[src/rtl/ysyx_24120013_operand_fetch_if.sv]
// ysyx_24120013_operand_fetch_if: bundle of the operand-fetch stage buses.
//   in_*      : instruction handshake from decode (in_valid/in_ready, in_inst, in_pc)
//   rf_*      : register file synchronous read ports (address out, data back next cycle)
//   wb_*      : writeback write port observed for forwarding
//   flush     : discard the held instruction
//   out_*     : operand handshake to execute (out_valid/out_ready, pc, inst, rd, rs values, imm)
//   slave     : view taken by the operand-fetch stage
//   master    : view taken by the surrounding pipeline / bench
interface ysyx_24120013_operand_fetch_if #(
    parameter int RF_ADDR_WIDTH = 5,
    parameter int DATA_WIDTH    = 32
);
    logic                     in_valid;
    logic                     in_ready;
    logic [31:0]              in_inst;
    logic [DATA_WIDTH-1:0]    in_pc;
    logic [RF_ADDR_WIDTH-1:0] rf_raddr1;
    logic [RF_ADDR_WIDTH-1:0] rf_raddr2;
    logic [DATA_WIDTH-1:0]    rf_rdata1;
    logic [DATA_WIDTH-1:0]    rf_rdata2;
    logic                     wb_wen;
    logic [RF_ADDR_WIDTH-1:0] wb_waddr;
    logic [DATA_WIDTH-1:0]    wb_wdata;
    logic                     flush;
    logic                     out_valid;
    logic                     out_ready;
    logic [DATA_WIDTH-1:0]    out_pc;
    logic [31:0]              out_inst;
    logic [RF_ADDR_WIDTH-1:0] out_rd;
    logic [DATA_WIDTH-1:0]    out_rs1_val;
    logic [DATA_WIDTH-1:0]    out_rs2_val;
    logic [DATA_WIDTH-1:0]    out_imm;

    modport slave (
        input  in_valid, in_inst, in_pc, rf_rdata1, rf_rdata2,
               wb_wen, wb_waddr, wb_wdata, flush, out_ready,
        output in_ready, rf_raddr1, rf_raddr2, out_valid, out_pc,
               out_inst, out_rd, out_rs1_val, out_rs2_val, out_imm
    );

    modport master (
        output in_valid, in_inst, in_pc, rf_rdata1, rf_rdata2,
               wb_wen, wb_waddr, wb_wdata, flush, out_ready,
        input  in_ready, rf_raddr1, rf_raddr2, out_valid, out_pc,
               out_inst, out_rd, out_rs1_val, out_rs2_val, out_imm
    );
endinterface

[src/rtl/ysyx_24120013_operand_fetch.sv]
// ysyx_24120013_operand_fetch: operand-fetch stage ahead of a synchronous-read register file.
//   clk   : clock, all state on posedge
//   rst   : synchronous active-high reset
//   of_io : slave view of ysyx_24120013_operand_fetch_if (instruction in, rf read ports,
//           writeback snoop, flush, operands out to execute)
module ysyx_24120013_operand_fetch #(
    parameter int RF_ADDR_WIDTH = 5,
    parameter int DATA_WIDTH    = 32
) (
    input logic                          clk,
    input logic                          rst,
    ysyx_24120013_operand_fetch_if.slave of_io
);
    localparam int AW = RF_ADDR_WIDTH;
    localparam int DW = DATA_WIDTH;

    typedef enum logic [1:0] {IDLE, FETCH, VALID} state_t;

    state_t        state_q;
    logic [31:0]   inst_q;
    logic [DW-1:0] pc_q;
    logic          fwd1_q, fwd2_q;
    logic [DW-1:0] fwd1_data_q, fwd2_data_q;
    logic [AW-1:0] rs1, rs2;
    logic          accept;
    logic [31:0]   imm32;
    logic [6:0]    op;

    assign rs1 = inst_q[15 +: AW];
    assign rs2 = inst_q[20 +: AW];
    assign op  = inst_q[6:0];

    assign of_io.in_ready = !rst && !of_io.flush &&
                            (state_q == IDLE || (state_q == VALID && of_io.out_ready));
    assign accept = of_io.in_valid && of_io.in_ready;

    // Read addresses come from the held instruction so the file sees a stable address.
    assign of_io.rf_raddr1 = rs1;
    assign of_io.rf_raddr2 = rs2;

    always_comb begin
        imm32 = (op == 7'b0010011 || op == 7'b0000011 || op == 7'b1100111 || op == 7'b1110011)
                    ? {{20{inst_q[31]}}, inst_q[31:20]} :
                (op == 7'b0100011) ? {{20{inst_q[31]}}, inst_q[31:25], inst_q[11:7]} :
                (op == 7'b1100011) ? {{19{inst_q[31]}}, inst_q[31], inst_q[7], inst_q[30:25],
                                      inst_q[11:8], 1'b0} :
                (op == 7'b0110111 || op == 7'b0010111) ? {inst_q[31:12], 12'b0} :
                (op == 7'b1101111) ? {{11{inst_q[31]}}, inst_q[31], inst_q[19:12], inst_q[20],
                                      inst_q[30:21], 1'b0} :
                32'b0;
    end

    assign of_io.out_valid   = !rst && state_q == VALID;
    assign of_io.out_pc      = rst ? '0 : pc_q;
    assign of_io.out_inst    = rst ? '0 : inst_q;
    assign of_io.out_rd      = rst ? '0 : inst_q[7 +: AW];
    assign of_io.out_imm     = rst ? '0 : DW'($signed(imm32));
    assign of_io.out_rs1_val = (rst || rs1 == '0) ? '0 : fwd1_q ? fwd1_data_q : of_io.rf_rdata1;
    assign of_io.out_rs2_val = (rst || rs2 == '0) ? '0 : fwd2_q ? fwd2_data_q : of_io.rf_rdata2;

    always_ff @(posedge clk) begin
        if (rst) begin
            state_q     <= IDLE;
            inst_q      <= '0;
            pc_q        <= '0;
            fwd1_q      <= 1'b0;
            fwd2_q      <= 1'b0;
            fwd1_data_q <= '0;
            fwd2_data_q <= '0;
        end else begin
            // The file's read at this edge misses a write committed at the same edge.
            if (state_q != IDLE) begin
                fwd1_q      <= of_io.wb_wen && of_io.wb_waddr == rs1 && rs1 != '0;
                fwd2_q      <= of_io.wb_wen && of_io.wb_waddr == rs2 && rs2 != '0;
                fwd1_data_q <= of_io.wb_wdata;
                fwd2_data_q <= of_io.wb_wdata;
            end
            if (accept) begin
                inst_q <= of_io.in_inst;
                pc_q   <= of_io.in_pc;
            end
            if (of_io.flush) state_q <= IDLE;
            else begin
                case (state_q)
                    IDLE:    state_q <= accept ? FETCH : IDLE;
                    FETCH:   state_q <= VALID;
                    VALID:   state_q <= of_io.out_ready ? (accept ? FETCH : IDLE) : VALID;
                    default: state_q <= IDLE;
                endcase
            end
        end
    end
endmodule

[src/flat_wrapper.sv]
// flat-port wrapper written by rule: the top's interface ports become plain ports
module ysyx_24120013_operand_fetch_flat 
#(
    parameter int RF_ADDR_WIDTH = 5,
    parameter int DATA_WIDTH    = 32
)
  (clk, rst, of_io_in_valid, of_io_in_inst, of_io_in_pc, of_io_rf_rdata1, of_io_rf_rdata2, of_io_wb_wen, of_io_wb_waddr, of_io_wb_wdata, of_io_flush, of_io_out_ready, of_io_in_ready, of_io_rf_raddr1, of_io_rf_raddr2, of_io_out_valid, of_io_out_pc, of_io_out_inst, of_io_out_rd, of_io_out_rs1_val, of_io_out_rs2_val, of_io_out_imm);
  ysyx_24120013_operand_fetch_if #(.RF_ADDR_WIDTH(RF_ADDR_WIDTH), .DATA_WIDTH(DATA_WIDTH)) of_io_i ();
  input logic clk;
  input logic rst;
  input wire logic [$bits(of_io_i.in_valid)-1:0] of_io_in_valid;
  input wire logic [$bits(of_io_i.in_inst)-1:0] of_io_in_inst;
  input wire logic [$bits(of_io_i.in_pc)-1:0] of_io_in_pc;
  input wire logic [$bits(of_io_i.rf_rdata1)-1:0] of_io_rf_rdata1;
  input wire logic [$bits(of_io_i.rf_rdata2)-1:0] of_io_rf_rdata2;
  input wire logic [$bits(of_io_i.wb_wen)-1:0] of_io_wb_wen;
  input wire logic [$bits(of_io_i.wb_waddr)-1:0] of_io_wb_waddr;
  input wire logic [$bits(of_io_i.wb_wdata)-1:0] of_io_wb_wdata;
  input wire logic [$bits(of_io_i.flush)-1:0] of_io_flush;
  input wire logic [$bits(of_io_i.out_ready)-1:0] of_io_out_ready;
  output wire logic [$bits(of_io_i.in_ready)-1:0] of_io_in_ready;
  output wire logic [$bits(of_io_i.rf_raddr1)-1:0] of_io_rf_raddr1;
  output wire logic [$bits(of_io_i.rf_raddr2)-1:0] of_io_rf_raddr2;
  output wire logic [$bits(of_io_i.out_valid)-1:0] of_io_out_valid;
  output wire logic [$bits(of_io_i.out_pc)-1:0] of_io_out_pc;
  output wire logic [$bits(of_io_i.out_inst)-1:0] of_io_out_inst;
  output wire logic [$bits(of_io_i.out_rd)-1:0] of_io_out_rd;
  output wire logic [$bits(of_io_i.out_rs1_val)-1:0] of_io_out_rs1_val;
  output wire logic [$bits(of_io_i.out_rs2_val)-1:0] of_io_out_rs2_val;
  output wire logic [$bits(of_io_i.out_imm)-1:0] of_io_out_imm;
  assign of_io_i.in_valid = of_io_in_valid;
  assign of_io_i.in_inst = of_io_in_inst;
  assign of_io_i.in_pc = of_io_in_pc;
  assign of_io_i.rf_rdata1 = of_io_rf_rdata1;
  assign of_io_i.rf_rdata2 = of_io_rf_rdata2;
  assign of_io_i.wb_wen = of_io_wb_wen;
  assign of_io_i.wb_waddr = of_io_wb_waddr;
  assign of_io_i.wb_wdata = of_io_wb_wdata;
  assign of_io_i.flush = of_io_flush;
  assign of_io_i.out_ready = of_io_out_ready;
  assign of_io_in_ready = of_io_i.in_ready;
  assign of_io_rf_raddr1 = of_io_i.rf_raddr1;
  assign of_io_rf_raddr2 = of_io_i.rf_raddr2;
  assign of_io_out_valid = of_io_i.out_valid;
  assign of_io_out_pc = of_io_i.out_pc;
  assign of_io_out_inst = of_io_i.out_inst;
  assign of_io_out_rd = of_io_i.out_rd;
  assign of_io_out_rs1_val = of_io_i.out_rs1_val;
  assign of_io_out_rs2_val = of_io_i.out_rs2_val;
  assign of_io_out_imm = of_io_i.out_imm;
  ysyx_24120013_operand_fetch #(.RF_ADDR_WIDTH(RF_ADDR_WIDTH), .DATA_WIDTH(DATA_WIDTH)) u_core (.clk(clk), .rst(rst), .of_io(of_io_i));
endmodule
[config.mk]
export PLATFORM = sky130hd
export DESIGN_NAME = ysyx_24120013_operand_fetch_flat
export DESIGN_NICKNAME = d
export VERILOG_FILES = /design/src/rtl/ysyx_24120013_operand_fetch_if.sv /design/src/rtl/ysyx_24120013_operand_fetch.sv /design/src/flat_wrapper.sv
export SDC_FILE = /design/constraint.sdc
export NUM_CORES = 1
export LEC_CHECK = 0
export BUFFER_PORTS_ARGS = -buffer_cell sky130_fd_sc_hd__buf_2
export CAP_MARGIN = 20
export CORE_MARGIN = 8
export CORE_UTILIZATION = 33
export CTS_CLUSTER_SIZE = 12
export DETAILED_ROUTE_END_ITERATION = 16
export GPL_TIMING_DRIVEN = 0
export PLACE_DENSITY = 0.64
export SETUP_SLACK_MARGIN = 0.2
export SLEW_MARGIN = 20
export SYNTH_ARGS = -nofsm -noshare
export SYNTH_HDL_FRONTEND = slang
export SYNTH_SLANG_ARGS = --single-unit
[constraint.sdc]
create_clock -name clk -period 2.05 [get_ports clk]
set_input_delay 0.1025 -clock clk [delete_from_list [all_inputs] [get_ports clk]]
set_output_delay 0.1025 -clock clk [all_outputs]
set_load 0.02 [all_outputs]
==> results of run 1 <==
[through the flow]
stage	hold slack, ns	cells	setup WS (ns)
6_report	0.0136	1499	-0.132
5_1_grt	0.00729	1499	-0.198
4_1_cts	0.00505	1486	-0.0404
3_5_place_dp	0.303	1355	0.0147
3_3_place_gp	0.308	1355	0.00112
2_1_floorplan	0.179	783	0.348
[cell families (layout without fill, tap and decap cells)]
logic type                after synthesis  after routing  synth area share [%]
other                                   0              1                     0
buffers and inverters                  83            573                  7.74
AOI/OAI and AO/OA                     149            149                  14.7
and+or+nand+nor                       374            374                  29.3
xor gates and xnor gates               10             10                  1.53
muxes                                  67             67                  11.7
DFF                                   100            100                  35.0
[synth_stat cells (3+ instances only)]
cell      count  area, µm²
clkbuf_1     28        105
buf_2        27        135
inv_1         4       15.0
nor3b_1       7       52.6
a21oi_1     116        581
xor2_1        5       43.8
a22o_1        4       35.0
dfxtp_1     100       2000
nand2_1     206        773
nor2_1       75        282
mux2i_1      67        671
buf_4        20        150
o21ai_0      13       65.1
nor3_1        3       15.0
buf_6         3       33.8
nor2b_1      65        407
xnor2_1       5       43.8
[timing repair]
action / 4_1_cts / 5_1_grt
pin swaps: 66 / 44
gates cloned: 6 / 5
setup buffers: 15 / 7
endpoints found under the setup margin: 99 / 113
hold buffers: 96 / 0
resized for setup: 300 / 169
hold endpoints to repair: 96 / 0
[state kept, by name, summed over array words and instances, names as in the netlist]
register            cells
u_core.fwd1_data_q     32
u_core.inst_q          32
u_core.pc_q            32
u_core.state_q          2
u_core.fwd1_q           1
u_core.fwd2_q           1
[worst paths after layout]
check | startpoint | endpoint | slack (ns) | cells after the start
max | u_core.inst_q[4] | of_io_out_imm[25] | -0.13 | 8
min reg2reg | u_core.pc_q[28] | u_core.pc_q[28] | 0.45 | 2
max reg2reg | u_core.state_q[0] | u_core.fwd1_data_q[15] | 0.29 | 5
min | of_io_in_inst[0] | u_core.inst_q[0] | 0.01 | 3
[power by group]
part,internal [mW],leakage (nW),total (mW),switching (mW)
clock network,1.19,0.166,1.97,0.781
registers,2.00,0.820,2.07,0.0654
logic,0.665,3.61,1.39,0.728
[layout make-up]
cell class,instances,area [µm²],share of cell area [%]
tap,225,282,2.57
inverter,4,18.8,0.171
clock buffer,9,225,2.06
antenna,1,2.50,0.0228
multi-input combinational,600,4030,36.8
timing repair buffer,476,3670,33.5
buffer,78,578,5.28
clock inverter,6,113,1.03
sequential,100,2040,18.6
[metal layers]
metal	global-route usage, %	vias up	part of all wire [%]
met4	9.03	0	4.0
li1	-	3553	-
met5	0	-	0
met1	28.4	3641	38
met2	44.1	447	51
met3	5.75	91	7.3
[worst max-delay path: stages (launching register included)]
cell and delay, ns:
dfxtp_2 0.34, buf_6 0.12, buf_6 0.11, mux2i_4 0.19
o311ai_4 0.31, nand2_4 0.15, clkbuf_16 0.21, a21oi_2 0.14
buf_4 0.15
==> impl_metrics.toml, run 1 <==
[final_layout]
final_area_um2 = 11000
drive_gt1_share_pct = 45.5
utilization_pct = 64.0
final_common_cell = "buf_2"
final_cell_mix = "buf_2 (264), nand2_1 (205), a21oi_1 (98)"
fill_cells = 1350
syn_to_final_growth_pct = 91.4
fin_nets = 1440

[critical_path]
arrival_ns = 2.08
start_kind = "flop"
cp-end-kind = "output port"
crit_type = "reg -> out"
cp_max_fo = 5
cp.required_ns = 1.95

[global_route]
grt_pass1_wl_um = 43000
grt-ovfl-total = 0
grt_util_all_layers_pct = 24.8
antenna_found_initial = 1
grt_pass1_vias = 7628
grt_max_degree = 17

[floorplan]
die_x_um = 148
die_area_um2 = 21800
fp.dieH_um = 148
boundaryPins = 348
initial_core_util_pct = 33.4
core_region_area_um2 = 17100
rows = 48

[run]
maxCapViolations = 0

[routing]
first_iter_violations = 444
vias_per_cell = 5.16
wirelength_um = 31500
ant_nets = 0
wl_per_cell_um = 21.0
drt_pass1_iterations = 5
drc = 0
vias = 7732

[logic_synthesis]
syn_nets = 954
yosysWarnings = 0
syn_area_per_cell_um2 = 7.31
synth_sequential_area_ratio_pct = 35.0
synth_cell_types = 46
synth_edf_count = 0
syn_area_um2 = 5720
synth_seq_cells = 100
synthCells = 783
synthArstFlopShare_pct = 0
synthFlopType = "dfxtp_1"

[placed_design]
placement.io_buffers = 347
placed_area_um2 = 7740
place.gp.congestion = 0.889
dp_hpwl_um = 19600

[timing]
slew_headroom_pct = 53.8
hold_violations = 0
setup_violations = 21
post-route-period-util_pct = 106
setup_ws_ns = -0.132
rsz0062_at_grt = "true"
fin_crit_ns = 2.18
tightest_slew_ns = 0.693
skew_ns = 0.00569
max_freq_mhz = 458
drv_slew = 0
fin_tns_setup_ns = -1.82

[pwr]
power.density_nw_per_um2 = 496
total_power_mw = 5.43
leakagePower_nw = 4.60
vdd_drop_max_mv = 0.372

[cts]
cts_tree = "built"
ctsRootBufferMaster = "clkbuf_16"
cts_sinks = 100
clk_latency_ns = 0.35
cts.clk_slew.worst_paths_ns = 0.07
cts_buffer_depth = 2
cts_buffers = 9
htree_levels = 3

[run_status]
outcome = "complete, but fails checks"
violations = "setup timing"

[min_path]
hold_class = "in -> reg"
Power figures use the tool's default switching activity.
==> run 2: changes to the inputs <==
Settings changed: CAP_MARGIN 20 to 25, PLACE_DENSITY 0.64 to 0.66.
Clock period 2.05 ns to 1.95 ns, I/O delays scaled along.
==> impl_metrics.toml, run 2 (synthesis results as in run 1) <==
[final_layout]
final_common_cell = "buf_2"
fill_cells = 1413
regArea_um2 = 2030
final_cell_mix = "buf_2 (265), nand2_1 (205), a21oi_1 (110)"
multiInputGateArea_um2 = 3930
final_area_um2 = 10700
syn_to_final_growth_pct = 87.0
reg_top3 = "u_core.fwd1_data_q (32), u_core.inst_q (32), u_core.pc_q (32)"
fin_nets = 1437
drive_gt1_share_pct = 44.5

[placed_design]
placement.io_buffers = 347
place.gp.congestion = 0.911
dp_hpwl_um = 19300
placed_area_um2 = 7740

[routing]
drt_pass1_iterations = 4
drc = 0
ant_nets = 0
wirelength_um = 29800
vias = 7668
wl_per_cell_um = 19.9
vias_per_cell = 5.12
first_iter_violations = 319

[critical_path]
cp.required_ns = 1.85
cp_max_fo = 7
worstPathCellList = "buf_6 > or3b_4 > o32ai_4 > buf_6 > o21ai_2 > a21oi_1 > buf_4"
cpMaxStageDelayCell = "or3b_4"
cp_slowest_stage_delay_ns = 0.44
arrival_ns = 1.99
cp-end-kind = "output port"
start_kind = "flop"
cpMostUsedCell = "buf_6"
crit_type = "reg -> out"
cp.buffers_inverters = 3
crit_family = "buffers and inverters"

[global_route]
grt-ovfl-total = 0
grt_util_all_layers_pct = 24.0
grt_max_degree = 18
antenna_found_initial = 0
grt_pass1_vias = 7648
grt_pass1_wl_um = 41700

[pwr]
vdd_drop_max_mv = 0.551
total_power_mw = 5.46
leakagePower_nw = 4.53
power.density_nw_per_um2 = 511

[timing]
setup_violations = 91
fin_crit_ns = 2.09
setup_ws_ns = -0.138
slew_headroom_pct = 55.1
hold_violations = 0
skew_ns = 0.00452
rsz0062_at_grt = "true"
tightest_slew_ns = 0.673
post-route-period-util_pct = 107
drv_slew = 0
max_freq_mhz = 479

[cts]
cts_sinks = 100
htree_levels = 3
cts.clk_slew.worst_paths_ns = 0.07
cts_buffers = 9
ctsRootBufferMaster = "clkbuf_16"
clk_latency_ns = 0.34
cts_buffer_depth = 2
cts_tree = "built"

[floorplan]
fp.dieH_um = 148
core_region_area_um2 = 17100
die_x_um = 148
rows = 48
initial_core_util_pct = 33.4
die_area_um2 = 21800
boundaryPins = 348

[run_status]
outcome = "complete, but fails checks"
violations = "setup timing"

[run]
maxCapViolations = 0

[min_path]
hold_class = "in -> reg"
run 2: cell count changes in the layout (fill, tap and decap cells not counted), moves of 2 or more:
cell       previous run  this run
buf_4                50        58
a21oi_1              98       110
buf_6                93        86
buf_8                 3         5
nor2_2                0         4
buf_12               15         9
dfxtp_2               3         5
a21oi_4               6         2
a21oi_2              13         5
bufinv_16             3         1
nor2_4               66        63
inv_6                 1         3
run 2: final timing paths:
check | start | end | slack, ns | cells past startpoint
setup reg to reg | u_core.inst_q[16] | u_core.fwd1_q | 0.24 | 6
hold reg to reg | u_core.pc_q[8] | u_core.pc_q[8] | 0.45 | 2
hold / removal | of_io_in_inst[20] | u_core.inst_q[20] | 0.02 | 3
setup / recovery | u_core.inst_q[4] | of_io_out_imm[26] | -0.14 | 7
run 2: layout make-up:
type | count | share of cell area [%]
buffer | 78 | 5.36
multi-input combinational | 600 | 36.7
tap | 225 | 2.63
clock inverter | 6 | 0.655
timing repair buffer | 473 | 33.4
sequential | 100 | 19.0
antenna | 1 | 0.0234
inverter | 4 | 0.140
clock buffer | 10 | 2.14
run 2: worst min-delay path: stages:
cell and delay [ns]:
buf_2 0.11, nand2_1 0.05, a21oi_1 0.05
run 2: per-layer routing:
metal,GRT usage (%),routed length (µm)
met1,27.0,11400
met3,5.38,1900
met4,10.6,1480
met2,42.6,15100
met5,0,0
run 2: power breakdown:
| part | internal [mW] | switching [mW] |
|---|---|---|
| Sequential | 2.11 | 0.0686 |
| Combinational | 0.695 | 0.745 |
| Clock | 1.01 | 0.836 |
run 2: per-stage QoR:
stage,TNS (ns),instances,setup WS (ns),hold WS (ns),util [%]
final,-4.83,1497,-0.138,0.0190,62.5
after CTS,-5.72,1493,-0.104,0.00260,58.9
after floorplan,0,783,0.253,0.174,-
after global placement,-0.114,1355,-0.0163,0.282,45.2
after global routing,-10.26,1496,-0.213,0.0126,62.5
after detailed placement,-0.510,1355,-0.0510,0.296,45.2
run 2: what timing repair did:
item                                    in CTS  in global routing
gates resized for setup                    271                160
cloned                                       5                  2
setup buffers                               23                  1
hold buffers                                95                  0
pin swaps                                   61                 49
endpoints found under the setup margin     105                134
endpoints found under the hold margin       95                  0
